<file path="src/rtl/riscv_pkg.sv">
// Shared RV32 front-end definitions: fetch FSM states, the canonical NOP and
// the word-alignment helper used for the PC and redirect targets.
package riscv_pkg;

  localparam int unsigned XLEN = 32;

  // addi x0, x0, 0
  localparam logic [XLEN-1:0] NOP_INSTR = 32'h0000_0013;

  typedef enum logic [1:0] {
    IDLE = 2'd0,
    REQ  = 2'd1,
    WAIT = 2'd2,
    HOLD = 2'd3
  } fetch_state_t;

  function automatic logic [XLEN-1:0] word_align(input logic [XLEN-1:0] addr);
    return {addr[XLEN-1:2], 2'b00};
  endfunction

endpackage

</file>
<file path="src/rtl/instr_fetch_avm.sv">
// Instruction fetch over an Avalon-MM read master: one outstanding read, an
// instruction register with valid/ready hand-off, and PC redirect with stale-read drop.
module instr_fetch_avm #(
  parameter logic [31:0] RESET_PC  = 32'h0000_0000,
  parameter logic [31:0] NOP_INSTR = riscv_pkg::NOP_INSTR
) (
  input  logic        CLK,
  input  logic        RST,
  output logic [31:0] AVM_ADDRESS,
  output logic        AVM_READ,
  input  logic        AVM_WAITREQUEST,
  input  logic [31:0] AVM_READDATA,
  input  logic        AVM_READDATAVALID,
  input  logic        REDIRECT,
  input  logic [31:0] REDIRECT_PC,
  output logic [31:0] INSTR_OUT,
  output logic [31:0] PC_OUT,
  output logic        INSTR_VALID,
  input  logic        INSTR_READY,
  output logic        MISALIGN_ERR
);

  import riscv_pkg::XLEN;
  import riscv_pkg::fetch_state_t;
  import riscv_pkg::IDLE;
  import riscv_pkg::REQ;
  import riscv_pkg::WAIT;
  import riscv_pkg::HOLD;
  import riscv_pkg::word_align;

  fetch_state_t    state;
  logic [XLEN-1:0] pc;
  logic [XLEN-1:0] pc_next;
  logic [XLEN-1:0] target;
  logic            drop;

  assign pc_next  = pc + 32'd4;
  assign target   = word_align(REDIRECT_PC);
  assign AVM_READ = (state == REQ);

  // AVM_ADDRESS is its own register so a redirect during a stalled request
  // can move the PC without changing the address the slave is looking at.
  always_ff @(posedge CLK) begin
    if (RST) begin
      state        <= IDLE;
      pc           <= RESET_PC;
      drop         <= 1'b0;
      AVM_ADDRESS  <= RESET_PC;
      INSTR_OUT    <= NOP_INSTR;
      PC_OUT       <= RESET_PC;
      INSTR_VALID  <= 1'b0;
      MISALIGN_ERR <= 1'b0;
    end else begin
      MISALIGN_ERR <= REDIRECT && (REDIRECT_PC[1:0] != 2'b00);
      if (REDIRECT) begin
        pc <= target;
        case (state)
          IDLE, HOLD: begin
            INSTR_VALID <= 1'b0;
            INSTR_OUT   <= NOP_INSTR;
            AVM_ADDRESS <= target;
            state       <= REQ;
          end
          REQ: begin
            drop <= 1'b1;
            if (!AVM_WAITREQUEST) state <= WAIT;
          end
          WAIT: begin
            if (AVM_READDATAVALID) begin
              drop        <= 1'b0;
              AVM_ADDRESS <= target;
              state       <= REQ;
            end else begin
              drop <= 1'b1;
            end
          end
          default: state <= IDLE;
        endcase
      end else begin
        case (state)
          IDLE: begin
            AVM_ADDRESS <= pc;
            state       <= REQ;
          end
          REQ: begin
            if (!AVM_WAITREQUEST) state <= WAIT;
          end
          WAIT: begin
            if (AVM_READDATAVALID) begin
              if (drop) begin
                drop        <= 1'b0;
                AVM_ADDRESS <= pc;
                state       <= REQ;
              end else begin
                INSTR_OUT   <= AVM_READDATA;
                PC_OUT      <= pc;
                INSTR_VALID <= 1'b1;
                state       <= HOLD;
              end
            end
          end
          HOLD: begin
            if (INSTR_READY) begin
              pc          <= pc_next;
              AVM_ADDRESS <= pc_next;
              INSTR_VALID <= 1'b0;
              INSTR_OUT   <= NOP_INSTR;
              state       <= REQ;
            end
          end
          default: state <= IDLE;
        endcase
      end
    end
  end

endmodule

</file>
<file path="config.mk">
export PLATFORM = sky130hd
export DESIGN_NAME = instr_fetch_avm
export DESIGN_NICKNAME = d
export VERILOG_FILES = /design/src/rtl/riscv_pkg.sv /design/src/rtl/instr_fetch_avm.sv
export SDC_FILE = /design/constraint.sdc
export NUM_CORES = 1
export LEC_CHECK = 0
export BUFFER_PORTS_ARGS = -buffer_cell sky130_fd_sc_hd__buf_4
export CAP_MARGIN = 20
export CORE_MARGIN = 4
export CORE_UTILIZATION = 53
export CTS_CLUSTER_SIZE = 28
export DETAILED_ROUTE_END_ITERATION = 6
export PLACE_DENSITY = 0.81
export SLEW_MARGIN = 15
export SYNTH_ARGS = -nofsm -noshare
export SYNTH_HDL_FRONTEND = slang
export SYNTH_SLANG_ARGS = --single-unit
</file>
<file path="constraint.sdc">
create_clock -name CLK -period 2.3 [get_ports CLK]
set_input_delay 0 -clock CLK [delete_from_list [all_inputs] [get_ports CLK]]
set_output_delay 0 -clock CLK [all_outputs]
set_load 0.02 [all_outputs]
</file>
==> summary.md <==
* overall routing resource usage: 0.3108
* post-route clock period utilization: 0.9764
* CTS H-tree lvls: 4
* hold_ws: 0.02045 ns
* total clock buffers created by CTS: 17
* signal arrival time at the worst endpoint: 2.55 ns
* Peak VDD IR: 0.5320 mV
* detail-routed net length per standard cell: 18.97 um
* layout overhead on the synthesized area: 43.87%
* Detailed Routing Iterations Pass 1: 5
* most common cell after layout, fill and taps aside: buf_4
* starting utilization of the core area: 0.5393
* switching portion of total power: 0.2795
* number of inserted filler cells in the final layout: 733
* Tot Pwr: 6.498 mW
* antenna diode count: 0
* mapped cell area: 6132 um^2
* Clock Latency Late Sink: 0.42 ns
* fraction of registers with async set or reset after synthesis: 0
* Crit Path Category: flop to flop
* number of global-route vias before repair: 6705
* die height: 115.6 um
* proportion of layout cells with a drive suffix above 1: 0.2590
* number of unique standard cell types used by synthesis: 57
* result of the run: complete, no violations
* number of post-CTS setup repair buffers: 0
* via total after detailed routing: 6738
* Yosys warnings: 0
* most used flip-flop cell after synthesis: dfxtp_1
* number of routed nets with antenna violations: 0
* worst clock skew: 0.01150 ns
* count of final max-slew check failures: 0
* PD cells: 736.5 nW/um^2
* number of DRC violations after detailed routing: 0
* commonest cells after routing, fill and taps aside: buf_4 (187), nand2_1 (127), dfxtp_1 (126), a21oi_1 (81), dlygate4sd3_1 (67)
* Port Buffer Count: 164
* per-cell via count in the routed design: 6.038
* number of synthesized flops with an enable pin: 0
* Layout Cell Area excl Fill: 8822 um^2
* Bufs on Longest Clock Path: 2
* NumNets Final: 1035
* initial antenna violation count: 0
* global-route wire length before repair: 33050 um
* number of rows created at floorplan: 39
* fraction of power consumed by the clock network: 0.457
* static power due to leakage: 3.442 nW
* power share of the combinational group: 0.165
* flop and latch count out of synthesis: 127
* final worst path period need: 2.246 ns
* Avg Synthesized Cell Area: 8.133 um^2
* Switching Power: 1.816 mW
* max-slew headroom at the worst pin: 0.5178
* placeable core region: 11370 um^2
* number of sinks on the clock net: 127
* internal power: 4.682 mW
* slew at the pin closest to its max-slew limit: 0.7234 ns
* Top-Level Pins: 169
* largest fanout of any net on the critical path: 7
* Hold/Removal Path Class: primary input to flop
* Final HPWL DP: 13000 um
* Area after DPL: 7468 um^2
* gpl congestion: 0.8964
* total overflow reported by the global router: 0
* Critical Path Sink Type: flop
* number of setup violations in the final report: 0
* maximum number of pins on one net before global-route repair: 68
* clk slew on worst S/H paths: 0.06 ns
* data required time at the worst endpoint: 2.60 ns
* Die X-Extent: 115.6 um
* number of hold violations in the final report: 0
* Seq/Total Area, Yosys: 0.4146
* maximum clock frequency: 445.3 MHz
* clock tree from TritonCTS: yes
* nature of the critical path startpoint: flop
* portion of total power attributed to sequential cells: 0.378
* maximum capacitance violations: 0
* First DRT Iteration DRCs: 721
* routed wire length: 21170 um
* Root Buffer: clkbuf_16
* Finished Core Util: 0.7759
* number of cells produced by synthesis: 754
* die area: 13360 um^2
metrics by stage:
stage	setup slack (ns)	TNS (ns)	cells
after floorplan	0.2677	0	757
after global placement	0.06086	0	1017
after detailed placement	-0.02551	-0.05160	1017
after CTS	0.03287	0	1116
after global routing	-0.04033	-0.04033	1116
final	0.05422	0	1116
flip-flops by register name, indices dropped and copies added (netlist names):
signal / count
AVM_ADDRESS: 30
INSTR_OUT: 32
INSTR_VALID: 1
MISALIGN_ERR: 1
PC_OUT: 30
drop: 1
pc: 30
state: 2
Yosys cell counts (4+ instances only):
library cell / count / area [um^2]
and4_1: 7 / 61.31
nand2_1: 127 / 476.7
nor4_1: 12 / 75.07
nor2_1: 44 / 165.2
clkbuf_1: 38 / 142.6
buf_2: 17 / 85.08
ha_1: 5 / 62.56
inv_1: 6 / 22.52
o21a_1: 9 / 67.56
a32o_1: 4 / 40.04
xnor2_1: 36 / 315.3
mux2i_1: 6 / 60.06
nand4_1: 39 / 244.0
a21oi_1: 83 / 415.4
nand3_1: 22 / 110.1
nand2b_1: 9 / 56.30
or3_1: 5 / 31.28
a311oi_1: 6 / 52.55
nor3_1: 24 / 120.1
buf_4: 9 / 67.56
xor2_1: 6 / 52.55
dfxtp_1: 127 / 2542
buf_1: 6 / 22.52
a211oi_1: 21 / 157.7
a21boi_0: 5 / 37.54
o21ai_0: 11 / 55.05
o41ai_1: 6 / 52.55
o211ai_1: 5 / 37.54
nor2b_1: 7 / 43.79
power groups by stage:
stage          combinational, mW  sequential [mW]  clock, mW
2_1_floorplan              0.481             2.54          0
6_report                    1.07             2.46       2.97
3_3_place_gp               0.915             2.49          0
3_5_place_dp               0.938             2.49          0
4_1_cts                     1.05             2.45       2.94
5_1_grt                     1.14             2.47       3.06
worst paths after layout:
| check | startpoint | to | slack, ns | cells after the start |
|---|---|---|---|---|
| setup / recovery | pc[3] | pc[22] | 0.05 | 6 |
| hold / removal | REDIRECT_PC[25] | pc[25] | 0.02 | 4 |
| setup reg to reg | pc[3] | pc[22] | 0.05 | 6 |
| hold reg to reg | PC_OUT[11] | PC_OUT[11] | 0.46 | 2 |
logic make-up (layout without fill, tap and decap cells):
logic type	count (synthesis)	in the layout	synth area share
adder cells (fa/ha/maj)	5	5	0.01020
buffers and inverters	83	299	0.06386
other	1	4	0.0006115
XOR/XNOR	42	42	0.05999
AO/OA/AOI/OAI	169	169	0.1763
flip-flops	127	127	0.4146
multiplexers	6	6	0.009794
AND/OR/NAND/NOR	321	321	0.2646
cell type report:
type                            instances  area [um^2]  area share
Clock inverter                         14        205.2     0.02326
Tap cell                              143        178.9     0.02028
Inverter                                8        30.03    0.003404
Timing Repair Buffer                  259         2166      0.2455
Sequential cell                       127         2544      0.2883
Multi-Input combinational cell        547         3259      0.3695
Clock buffer                           18        439.2     0.04978
worst max-delay path: stages, from the launching register on:
cell	delay (ns)
dfxtp_1	0.42
ha_1	0.31
and4_2	0.37
nand3_2	0.28
nor4_2	0.49
xnor2_1	0.18
a21oi_1	0.08
per-layer routing:
layer	global-route usage	wire length (um)	vias up	part of all wire
met4	0.1495	815	0	0.038
met1	0.3718	8046	3190	0.38
met5	0	0	-	0
li1	-	-	3080	-
met2	0.5320	10720	388	0.51
met3	0.06527	1590	80	0.075
timing repair:
action | in CTS | in global routing
pin swaps | 0 | 0
resized for setup | 2 | 8
hold buffers | 67 | 0
endpoints found under the setup margin | 5 | 34
endpoints found under the hold margin | 75 | 0
No activity file was read; power rests on OpenSTA's default activity.
